===== config.mk =====
export PLATFORM = sky130hd
export DESIGN_NAME = mux_tree_pipe
export DESIGN_NICKNAME = d
export VERILOG_FILES = /design/src/rtl/mux_tree_pipe.sv
export SDC_FILE = /design/constraint.sdc
export NUM_CORES = 1
export LEC_CHECK = 0
export CAP_MARGIN = 25
export CORE_ASPECT_RATIO = 0.9
export CORE_MARGIN = 2
export CORE_UTILIZATION = 54
export CTS_CLUSTER_DIAMETER = 80
export DETAILED_ROUTE_END_ITERATION = 16
export PLACE_DENSITY = 0.87
export SYNTH_ARGS = -nofsm -noshare
export SYNTH_HDL_FRONTEND = slang
export SYNTH_SLANG_ARGS = --single-unit

===== constraint.sdc =====
create_clock -name clk -period 1.9 [get_ports clk]
set_input_delay 0.475 -clock clk [delete_from_list [all_inputs] [get_ports clk]]
set_output_delay 0.475 -clock clk [all_outputs]
set_load 0.02 [all_outputs]

===== src/rtl/mux_tree_pipe.sv =====
// Pipelined NUM_IN:1 multiplexer built as a registered tree of 2:1 selections.
// The whole pipeline stalls together when the output beat is held by the consumer.
module mux_tree_pipe #(
  parameter int NUM_IN = 8,
  parameter int WIDTH  = 8,
  localparam int SEL_W = $clog2(NUM_IN)
) (
  input  logic                    clk,
  input  logic                    rst_n,
  input  logic [NUM_IN*WIDTH-1:0] in_data,
  input  logic [SEL_W-1:0]        in_sel,
  input  logic                    in_valid,
  output logic                    in_ready,
  output logic [WIDTH-1:0]        out_data,
  output logic [SEL_W-1:0]        out_sel,
  output logic                    out_valid,
  input  logic                    out_ready
);

  localparam int NODES = NUM_IN - 1;

  // All tree nodes in one array: level k outputs start at node_base(k).
  logic [WIDTH-1:0] node_q [NODES];
  logic             vld_q  [SEL_W];
  logic [SEL_W-1:0] sel_q  [SEL_W];
  logic             adv;

  function automatic int node_base(input int k);
    return NUM_IN - (NUM_IN >> k);
  endfunction

  assign out_valid = vld_q[SEL_W-1];
  assign out_sel   = sel_q[SEL_W-1];
  assign out_data  = node_q[NODES-1];
  assign adv       = !out_valid || out_ready;
  assign in_ready  = adv;

  always_ff @(posedge clk or negedge rst_n) begin
    if (!rst_n) begin
      for (int n = 0; n < NODES; n++) node_q[n] <= '0;
      for (int k = 0; k < SEL_W; k++) begin
        vld_q[k] <= 1'b0;
        sel_q[k] <= '0;
      end
    end else if (adv) begin
      vld_q[0] <= in_valid;
      sel_q[0] <= in_sel;
      for (int j = 0; j < NUM_IN / 2; j++)
        node_q[j] <= in_sel[0] ? in_data[(2*j+1)*WIDTH +: WIDTH]
                               : in_data[(2*j)*WIDTH +: WIDTH];
      // Deeper levels steer with the select bit carried alongside the beat.
      for (int k = 1; k < SEL_W; k++) begin
        vld_q[k] <= vld_q[k-1];
        sel_q[k] <= sel_q[k-1];
        for (int j = 0; j < (NUM_IN >> (k + 1)); j++)
          node_q[node_base(k) + j] <= sel_q[k-1][k]
                                      ? node_q[node_base(k-1) + 2*j + 1]
                                      : node_q[node_base(k-1) + 2*j];
      end
    end
  end

endmodule

# [After elaboration in Yosys (flattened, before gate mapping)]
# Index checks and enable logic that the tools add are counted.
[word_totals] ff_bits=68 latchBits=0 ram_bits=0 rom_bits=0 inputBits=71 out_inout_bits=13 wordCells=22 mem_count=0
[op_classes] n_addsub=0 multipliers=0 n_div=0 n_lt_le_gt_ge=0 eq_ne=0 shifts=0 mux=7 bitwise_logic=0 n_reduce_logical=2
[op_table] op="2-to-1 mux 8 bit" n=7
[op_table] op="zero test 1 bit" n=1
[op_table] op="logical OR 1 bit" n=1

# [Depth between registers and ports, before layout]
[logic_depth] ltp_word=2 ltp_mapped=5 depth_no_buf=2

# [Worst setup path before layout]
# Ideal clock, no wire load.
[synth_timing] path_type="input-to-output" from="input port out_ready" to="output port in_ready" arrival_ns=0.997 required_time_ns=1.425 path_slack_ns=0.428 cell_stages=4 path_buffers=3 path_cell_list="nand2b_4 buf_6 buf_6 buf_6"
[synth_between] elab_chain_cells=1
[synth_rtl] element="start, declared" line_no="17" rtl="input logic out_ready"
[synth_rtl] element="logical OR 1 bit" line_no="35" rtl="assign adv = !out_valid || out_ready;"
[synth_rtl] element="end, declared" line_no="13" rtl="output logic in_ready,"
# Every way passes these cells.

# [Final worst setup path]
# Ends and elaborated chain as after synthesis.

==> results.toml <==
[run_status]
status = "complete, no violations"

[power]
seqPwrFrac_pct = 42.0
p_leak_nw = 2.10
pwr-share-comb_pct = 35.6
internal-power_w = 0.00375
peakVddDrop_v = 0.000463
p_per_area_mw_per_mm2 = 1130
clockPowerShare_pct = 22.4
p_sw_w = 0.00148
p_sw_share_pct = 28.3

[setup_path]
worst_setup_path_end_kind = "output port"
crit_type = "primary input to output port"
r2r-start = "sel_q[7]"
r2r_end = "node_q[13]"
r2r_slack_ps = 460
arrival_ps = 1380
cp_max_fo = 2
endpoint = "in_ready"
critPathLaunch = "out_ready"
reg2reg_depth = 3
startpoint_type = "primary input"
crit_required_ps = 1420

[synthesis]
synth-xor-area-share_pct = 0
synth-adder-area-share_pct = 0
synth_top_family_by_area = "multiplexers"
yosys_warnings = 0
synthesis.nets = 290
yosysMostFrequentCell = "mux2_4"
synth-seq-cells = 68
yosysSeqAreaShare_pct = 46.8
yosysTopAreaCellShare_pct = 46.8
synth_cell_type_count = 10
synth_ff_type = "dfrtp_1"
synth_area_leaders = "dfrtp_1 (47%), mux2_4 (31%), mux2_2 (15%)"
synth-simple-area-share_pct = 0.551
avgSynthCellArea_um2 = 16.6
synthCells = 219
yosys-top-cells-count = "mux2_4 (74), dfrtp_1 (68), mux2_2 (49)"
synthMuxAreaShare_pct = 45.7
synth_edf_count = 0
synthArstFlopShare_pct = 100
synth_top_area_cell = "dfrtp_1"
synth-compound-area-share_pct = 0
synth_area_mm2 = 0.00364

[clocking]
cts_setup_buffers = 0
cts_buffer_depth = 2
path_clk_slew_ps = 70
htreeDepth = 3
hold_buffers = 0
insertion_delay_ps = 350
cts_tree = "yes"
cts.sinks = 68
root_buffer = "clkbuf_8"
cts_buffers = 9

[cells_and_area]
fin_cells = 389
final_net_count = 365
num_antenna_cells = 0
drive_gt1_share_pct = 49.8
seq_area_mm2 = 0.00170
syn_to_final_growth_pct = 27.5
fin_util_pct = 70.7
multiInputGateArea_mm2 = 0.00168
fill_cells = 459

[global_routing]
antenna_found_initial = 0
top_usage_layer = "met2"
grtUsageTotal_pct = 18.4
grt_pass1_wl_mm = 10.3
overflow = 0
grt_pass1_vias = 2035
met1_usage_pct = 22.4
grt_max_degree = 49
grt_util_met3_pct = 7.06
use_met2_pct = 30.7

[route]
wl_mm = 6.21
wl_per_cell_um = 16.0
num_vias = 1952
first_pass_iters = 4
initialDrtViolationCount = 80
postRouteAntennaNets = 0
viasPerCell = 5.02
route.detailed.drc = 0

[die]
die_w_um = 90.5
rows = 28
initial_utilization_pct = 55.5
ioPinCount = 84
die_area_mm2 = 0.00741
core-area_mm2 = 0.00655
die_y_um = 81.8

[sta]
finClkSkew_ps = 8.37
fin_tns_setup_ps = 0
period_minus_slack_ps = 1850
period_share_pct = 97.4
worst_pin_slew_ps = 469
hold_violations = 0
fmax_mhz = 540
finalSetupViolCount = 0
slew_violations = 0
max_slew_margin_pct = 68.8
rsz0062_at_grt = "false"

[min_path]
hold_path_class = "primary input to async pin"

[run]
drv_cap = 0

[placement]
dp_hpwl_mm = 4.45
gp_congestion = 0.709
io_buffers = 83
place_inst = 373
## power by group through the flow
stage               combinational [W]  sequential, W  clock, W
floorplan                     0.00153        0.00210         0
CTS                           0.00188        0.00220   0.00121
detailed placement            0.00187        0.00222         0
finish                        0.00186        0.00219   0.00117
global placement              0.00182        0.00220         0
global route                  0.00198        0.00226   0.00127
## worst max-delay path, stage by stage
cell	delay, ps
clkdlybuf4s50_1	460
nand2b_4	120
dlygate4sd2_1	320
## stage by stage
step / setup WS, ps / total power (W) / hold slack [ps] / cell area, µm²
2_1_floorplan: 428 / 0.00363 / 179 / 3640
3_3_place_gp: -214 / 0.00402 / 418 / 4440
3_5_place_dp: -220 / 0.00409 / 418 / 4440
4_1_cts: 39.5 / 0.00529 / 37.3 / 4630
5_1_grt: 22.0 / 0.00552 / 47.3 / 4630
6_report: 49.6 / 0.00522 / 47.1 / 4630
## layer usage
metal  wire length (µm)  vias up  share of wire [%]
met5                  0        -                  0
met4                 53        0               0.85
met3                385        7                6.2
met2               3080       62                 50
met1               2690      960                 43
li1                   -      923                  -
## registers in the layout (all words and copies together), names as in the netlist
register,flops
out_data,8
out_sel,3
node_q,48
sel_q,6
vld_q,2
out_valid,1
## cell usage in the layout (no fill, tap or decap), drive strengths merged
master and instances:
mux2 123, clkdlybuf4s50 80, dfrtp 68, clkbuf 9, buf 9, clkinv 3, clkinvlp 2, nand2b 2
inv 1, bufinv 1, dlygate4sd2 1
## cells by family (layout without fill, tap and decap cells)
family / count (synthesis) / in the layout
muxes: 123 / 123
DFF: 68 / 68
buffers and inverters: 26 / 106
and+or+nand+nor: 2 / 2
## worst min-delay path by stage
stage,to
floorplan,node_q[10]
global placement,node_q[26]
detailed placement,node_q[26]
CTS,node_q[26]
global route,node_q[26]
finish,node_q[26]
## cell type report
class	instances	area share, %
flip-flops and latches	68	36.7
multi-input cells	125	36.3
repair buffers	90	20.2
clock buffers	9	2.67
well taps	90	2.43
clock inverters	7	1.65
## repair_timing
action / CTS / global route
gates resized for setup: 1 / 0
setup endpoints to repair: 1 / 0
endpoints found under the hold margin: 0 / 0
No activity file was read; power rests on OpenSTA's default activity.
